File: src/rtl/rs_gf16_pkg.sv
// Shared GF(16) definitions for the RS(15,11) encoder and decoder chain.
//   - Field GF(16) built on the primitive polynomial x^4+x+1 (alpha = 4'h2).
//   - Generator g(x) = x^4 + G3*x^3 + G2*x^2 + G1*x + G0, roots a^1..a^4.
//   - Encoder state enum and a bit-serial GF(16) multiply.
package rs_gf16_pkg;

  localparam int SYM_W = 4;
  localparam int N     = 15;
  localparam int K     = 11;

  localparam logic [4:0] PRIM_POLY = 5'b10011;

  // Generator coefficients, polynomial basis.
  localparam logic [SYM_W-1:0] G0 = 4'd7;
  localparam logic [SYM_W-1:0] G1 = 4'd8;
  localparam logic [SYM_W-1:0] G2 = 4'd12;
  localparam logic [SYM_W-1:0] G3 = 4'd13;

  typedef enum logic {
    MSG = 1'b0,  // forwarding message symbols, LFSR absorbing them
    PAR = 1'b1   // draining the four parity symbols
  } enc_state_e;

  // Shift-and-add multiply: walk the bits of b, doubling a (times alpha)
  // each step and folding x^4 back with the primitive polynomial.
  function automatic logic [SYM_W-1:0] gf16_mul(input logic [SYM_W-1:0] a,
                                                input logic [SYM_W-1:0] b);
    logic [SYM_W-1:0] acc;
    logic [SYM_W-1:0] aa;
    acc = '0;
    aa  = a;
    for (int i = 0; i < SYM_W; i++) begin
      if (b[i]) acc = acc ^ aa;
      aa = {aa[SYM_W-2:0], 1'b0} ^ (aa[SYM_W-1] ? PRIM_POLY[SYM_W-1:0] : '0);
    end
    return acc;
  endfunction

endpackage

File: src/rtl/gf16_const_mul.sv
// Multiply a GF(16) symbol by a fixed constant C. With C constant the
// function collapses to a small XOR network.
//   a_i  in  SYM_W  multiplicand
//   p_o  out SYM_W  a_i * C in GF(16)
module gf16_const_mul
  import rs_gf16_pkg::*;
#(
  parameter logic [SYM_W-1:0] C = '0
) (
  input  logic [SYM_W-1:0] a_i,
  output logic [SYM_W-1:0] p_o
);

  assign p_o = gf16_mul(a_i, C);

endmodule

File: src/rtl/rs_15_11_encoder.sv
// Systematic RS(15,11) encoder over GF(16).
// Takes 11 message symbols (m10 first), forwards each one through a single
// output register, then appends the 4 parity symbols held in the LFSR.
// Ports:
//   CLK         in   1      rising-edge clock
//   RESET       in   1      asynchronous active-low reset
//   DATA_IN     in   SYM_W  message symbol
//   IN_VALID    in   1      DATA_IN valid
//   IN_READY    out  1      encoder accepts DATA_IN this cycle
//   DATA_OUT    out  SYM_W  codeword symbol, c14 first
//   OUT_VALID   out  1      DATA_OUT valid
//   OUT_READY   in   1      sink accepts DATA_OUT
//   OUT_LAST    out  1      marks c0
//   OUT_PARITY  out  1      marks the four parity symbols
module rs_15_11_encoder #(
  parameter int N     = rs_gf16_pkg::N,
  parameter int K     = rs_gf16_pkg::K,
  parameter int SYM_W = rs_gf16_pkg::SYM_W
) (
  input  logic             CLK,
  input  logic             RESET,
  input  logic [SYM_W-1:0] DATA_IN,
  input  logic             IN_VALID,
  output logic             IN_READY,
  output logic [SYM_W-1:0] DATA_OUT,
  output logic             OUT_VALID,
  input  logic             OUT_READY,
  output logic             OUT_LAST,
  output logic             OUT_PARITY
);

  import rs_gf16_pkg::*;

  localparam logic [3:0] SYM_LAST = 4'(K - 1);
  localparam logic [1:0] PAR_LAST = 2'(N - K - 1);

  enc_state_e              state_q, state_d;
  logic [3:0]              sym_cnt_q, sym_cnt_d;
  logic [1:0]              par_cnt_q, par_cnt_d;
  logic [3:0][SYM_W-1:0]   lfsr_q, lfsr_d;     // [3] = r3 (next parity out)
  logic [SYM_W-1:0]        data_out_q, data_out_d;
  logic                    out_valid_q, out_valid_d;
  logic                    out_last_q, out_last_d;
  logic                    out_parity_q, out_parity_d;

  logic                    slot_free;
  logic                    in_accept;
  logic [SYM_W-1:0]        fb;
  logic [SYM_W-1:0]        fb_g0, fb_g1, fb_g2, fb_g3;

  // The output register can take a new symbol when empty or being drained.
  assign slot_free = !out_valid_q || OUT_READY;
  assign IN_READY  = (state_q == MSG) && slot_free;
  assign in_accept = IN_VALID && IN_READY;

  assign fb = DATA_IN ^ lfsr_q[3];

  gf16_const_mul #(.C(G0)) u_mul_g0 (.a_i(fb), .p_o(fb_g0));
  gf16_const_mul #(.C(G1)) u_mul_g1 (.a_i(fb), .p_o(fb_g1));
  gf16_const_mul #(.C(G2)) u_mul_g2 (.a_i(fb), .p_o(fb_g2));
  gf16_const_mul #(.C(G3)) u_mul_g3 (.a_i(fb), .p_o(fb_g3));

  always_comb begin
    // NOTE: every signal gets a hold/default value first so no path leaves it unassigned (no latches).
    state_d      = state_q;
    sym_cnt_d    = sym_cnt_q;
    par_cnt_d    = par_cnt_q;
    lfsr_d       = lfsr_q;
    data_out_d   = data_out_q;
    out_valid_d  = out_valid_q && !OUT_READY;  // drained unless refilled below
    out_last_d   = out_last_q;
    out_parity_d = out_parity_q;

    unique case (state_q)
      MSG: begin
        if (in_accept) begin
          data_out_d   = DATA_IN;
          out_valid_d  = 1'b1;
          out_last_d   = 1'b0;
          out_parity_d = 1'b0;
          lfsr_d       = {lfsr_q[2] ^ fb_g3, lfsr_q[1] ^ fb_g2,
                          lfsr_q[0] ^ fb_g1, fb_g0};
          if (sym_cnt_q == SYM_LAST) begin
            state_d   = PAR;
            sym_cnt_d = '0;
            par_cnt_d = '0;
          end else begin
            sym_cnt_d = sym_cnt_q + 4'd1;
          end
        end
      end
      PAR: begin
        if (slot_free) begin
          data_out_d   = lfsr_q[3];
          lfsr_d       = {lfsr_q[2:0], {SYM_W{1'b0}}};  // leaves LFSR zero after 4 shifts
          out_valid_d  = 1'b1;
          out_parity_d = 1'b1;
          out_last_d   = (par_cnt_q == PAR_LAST);
          if (par_cnt_q == PAR_LAST) begin
            state_d   = MSG;
            sym_cnt_d = '0;
            par_cnt_d = '0;
          end else begin
            par_cnt_d = par_cnt_q + 2'd1;
          end
        end
      end
      default: state_d = MSG;
    endcase
  end

  // NOTE: the LFSR is a handful of flops, not a memory, and must start each frame at zero, so it is reset.
  always_ff @(posedge CLK or negedge RESET) begin
    if (!RESET) begin
      state_q      <= MSG;
      sym_cnt_q    <= '0;
      par_cnt_q    <= '0;
      lfsr_q       <= '0;
      data_out_q   <= '0;
      out_valid_q  <= 1'b0;
      out_last_q   <= 1'b0;
      out_parity_q <= 1'b0;
    end else begin
      // NOTE: non-blocking assignments so every flop samples pre-edge values.
      state_q      <= state_d;
      sym_cnt_q    <= sym_cnt_d;
      par_cnt_q    <= par_cnt_d;
      lfsr_q       <= lfsr_d;
      data_out_q   <= data_out_d;
      out_valid_q  <= out_valid_d;
      out_last_q   <= out_last_d;
      out_parity_q <= out_parity_d;
    end
  end

  assign DATA_OUT   = data_out_q;
  assign OUT_VALID  = out_valid_q;
  assign OUT_LAST   = out_last_q;
  assign OUT_PARITY = out_parity_q;

endmodule

File: config.mk
export PLATFORM = sky130hd
export DESIGN_NAME = rs_15_11_encoder
export DESIGN_NICKNAME = d
export VERILOG_FILES = /design/src/rtl/rs_gf16_pkg.sv /design/src/rtl/gf16_const_mul.sv /design/src/rtl/rs_15_11_encoder.sv
export SDC_FILE = /design/constraint.sdc
export NUM_CORES = 1
export LEC_CHECK = 0
export ABC_AREA = 1
export CAP_MARGIN = 40
export CORE_ASPECT_RATIO = 1.25
export CORE_MARGIN = 3
export CORE_UTILIZATION = 51
export DETAILED_ROUTE_END_ITERATION = 8
export GPL_TIMING_DRIVEN = 0
export PLACE_DENSITY = 0.72
export SLEW_MARGIN = 20
export SYNTH_ARGS = -nofsm -noshare
export SYNTH_HDL_FRONTEND = slang
export SYNTH_SLANG_ARGS = --single-unit
File: constraint.sdc
create_clock -name CLK -period 2.66 [get_ports CLK]
set_input_delay 0.399 -clock CLK [delete_from_list [all_inputs] [get_ports CLK]]
set_output_delay 0.399 -clock CLK [all_outputs]
set_load 0.1 [all_outputs]
==> impl_metrics.py <==
metrics = {
    "logic_synthesis": {
        "synth_top_family_by_area": "simple AND/OR/NAND/NOR gates",
        "compound_cell_area_share_of_the_yosys_netlist_pct": 11.2,
        "synth-edff-count": 0,
        "synth-seq-cells": 30,
        "synthesis.area_um2": 1790,
        "synth.distinct_cells": 34,
        "ys_top_cells_by_count": "nand2_1 (78), dfrtp_1 (30), inv_1 (19)",
        "synth-seq-area-share_pct": 41.9,
        "postSynth.topFlopCell": "dfrtp_1",
        "synth_largest_type_area_fraction_pct": 41.9,
        "synth_area_leaders": "dfrtp_1 (42%), nand2_1 (16%), nand3_1 (5.0%)",
        "post_synthesis_share_of_cell_area_spent_on_full_adders_half_adders_and_majority_gates_pct": 2.09,
        "post-synth-top-count-cell": "nand2_1",
        "post_synth_and_or_nand_nor_area_fraction_pct": 30.5,
        "synth-async-reset-ratio_pct": 100,
        "ys_warn_count": 0,
        "muxShareOfSynthArea_pct": 0.558,
        "post_synth_xor_area_fraction_pct": 5.23,
        "synthCells": 222,
        "syn_avg_cell_area_um2": 8.08,
        "synth_top_cell_by_area": "dfrtp_1",
        "synth.net_count": 233,
    },
    "pwr": {
        "totalPowerFinal_mw": 2.95,
        "p_per_area_nw_per_um2": 1340,
        "leakagePower_nw": 1.11,
        "vdd_drop_max_mv": 0.984,
    },
    "critical_path": {
        "cpLargestDelayFamily": "buffers and inverters",
        "worst-path-stages": 7,
        "crit_required_ps": 2260,
        "critical_path_peak_fanout": 3,
        "worstPathCellList": "clkdlybuf4s50_1, inv_1, nand2_1, nand2_4, inv_1, clkdlybuf4s50_1, buf_8",
        "path_buf_inv": 5,
        "timing.reg2reg.worst_path_depth": 5,
        "slowest_delay_ps": 510,
        "cp.arrival_ps": 1890,
        "cp_slowest_cell": "clkdlybuf4s50_1",
        "worstSetupPathType": "in -> out",
        "cp-end-kind": "output pin",
        "worst_setup_path_start_kind": "primary input",
    },
    "clocking": {
        "clk_root_buffer_cell": "clkbuf_8",
        "clock_insertion_delay_worst_skew_ps": 280,
        "ctsLongestPathBuffers": 2,
        "ctsHtreeMaxLevel": 2,
        "worst_setup_hold_path_clk_slew_ps": 60,
        "cts-buffers-inserted": 5,
        "cts_setup_buffers": 0,
        "cts-hold-fix-buffers": 0,
        "cts.sinks": 30,
        "post_cts_resize_count": 0,
        "tritoncts": "done",
    },
    "die": {
        "floorplan.core_area_um2": 3280,
        "die_h_um": 72.3,
        "ios": 16,
        "floorplan.initialDensity_pct": 54.7,
        "fp.dieW_um": 59.0,
        "floorplan_die_area_um2": 4270,
        "placementRows": 23,
    },
    "finish": {
        "post-route-cell-area_um2": 2200,
        "final_layout_size_suffix_gt1_share_pct": 17.8,
        "area.sequential_um2": 751,
        "antenna_cells_inserted": 0,
        "finalNetCount": 263,
        "final-instance-count-excl-fill": 290,
        "multiInputGateArea_um2": 890,
        "area_delta_synth_final_pct": 22.5,
        "fillerInstances": 283,
    },
    "sta": {
        "slew_headroom_pct": 54.3,
        "fmax_ghz": 0.436,
        "final.min_clock_period_ps": 2290,
        "unrepaired_setup_endpoints_after_global_routing": "false",
        "final-setup-viol-count": 0,
        "clock-skew-final_ps": 6.78,
        "fin_crit_sh_pct": 86.2,
        "finalHoldViolCount": 0,
        "slew_at_the_pin_closest_to_its_max_slew_limit_ps": 686,
        "slew_viol_final": 0,
        "worst_hold_slack_ps": 157,
    },
    "grt": {
        "global_route.overflow_total": 0,
        "first_pass_grt_wire_length_um": 6520,
        "grt_start_max_net_pins": 31,
        "grt_antenna_before_repair": 0,
        "grt_resource_usage_total_pct": 20.4,
        "grt_pass1_vias": 1463,
    },
    "route": {
        "postRouteWirelength_um": 3720,
        "drt_pass1_iterations": 4,
        "final_antenna_net_count": 0,
        "detail_route.iter0.violations": 45,
        "routed_wire_length_per_instance_um": 12.8,
        "drc": 0,
        "viasPerCell": 5.09,
        "vias": 1475,
    },
    "place": {
        "hpwlAfterDp_um": 2730,
        "placed_cell_area_um2": 2100,
        "gp_congestion": 0.842,
        "post-place-cells": 282,
        "io_buffer_count": 15,
    },
    "worst_hold_path": {
        "worst_hold_path_type": "in -> async",
    },
    "job": {
        "drv.max_cap_violation_count": 0,
    },
    "run_status": {
        "result_of_the_run": "completed",
    },
}
## cell families (layout without fill, tap and decap cells)
logic type               count (synthesis)  after routing
AND/OR/NAND/NOR                        114            114
AO/OA/AOI/OAI                           34             34
buffers and inverters                   31             62
flip-flops                              30             30
XOR/XNOR                                 9              9
adder cells (fa/ha/maj)                  3              3
multiplexers                             1              1
## layout by cell type (no fill, tap or decap), types with 2 or more instances in the layout
master	netlist	routed
a21oi_1	3	3
clkbuf_8	0	6
nand2_2	3	3
nor2_1	4	4
inv_6	2	2
o21ai_1	16	16
buf_8	0	8
o211ai_1	2	2
inv_1	19	19
clkdlybuf4s50_1	0	14
inv_2	4	4
dfrtp_1	30	30
o21ai_0	7	7
nor2_8	3	3
nand2_1	78	78
nand3_2	2	2
nand3_1	18	18
ha_1	3	3
buf_6	2	2
buf_2	3	4
nand2_4	2	2
xor2_1	6	6
## registers in the layout (all words and copies together), names as in the netlist
name	count
lfsr_q	16
DATA_OUT	4
sym_cnt_q	4
par_cnt_q	2
OUT_LAST	1
OUT_PARITY	1
OUT_VALID	1
state_q	1
## stage by stage
| step | setup TNS (ps) | setup slack [ps] | util, % |
|---|---|---|---|
| after global placement | -72.2 | -72.2 | 60.6 |
| after global routing | 0 | 295 | 66.9 |
| after CTS | 0 | 361 | 66.9 |
| after detailed placement | 0 | 346 | 64.1 |
| after floorplan | 0 | 513 | - |
| final | 0 | 368 | 66.9 |
## cell type report
class                      count  share of cell area [%]
multi-input combinational    161                    40.5
sequential                    30                    34.2
timing repair buffer          23                    12.1
inverter                      26                    5.24
clock buffer                   7                    3.93
tap                           37                    2.11
buffer                         5                    1.71
clock inverter                 1                   0.228
## path summary, 6_finish.rpt
path                            start          end  slack (ps)
max                         OUT_READY     IN_READY         370
min                             RESET    lfsr_q[5]         160
max reg2reg                lfsr_q[13]    lfsr_q[2]        1190
min reg2reg                OUT_PARITY   OUT_PARITY         480
max in group asynchronous       RESET  DATA_OUT[2]        2060
min in group CLK           OUT_PARITY   OUT_PARITY         480
## power by group
group	total, mW	internal, mW	leakage, nW	switching, mW
registers	0.827	0.673	0.367	0.154
clock network	0.376	0.208	0.0482	0.168
logic	1.75	0.638	0.697	1.11
total	2.95	1.52	1.11	1.43
## per-layer routing
layer | part of all wire [%] | track usage, % | wire length [um] | up-vias
met2 | 52 | 35.3 | 1940 | 17
met3 | 3.2 | 5.52 | 118 | 6
met4 | 1.4 | 6.80 | 52 | 0
li1 | - | - | - | 764
met1 | 43 | 24.1 | 1610 | 688
met5 | 0 | 0 | 0 | -
No activity file was read; power rests on OpenSTA's default activity.
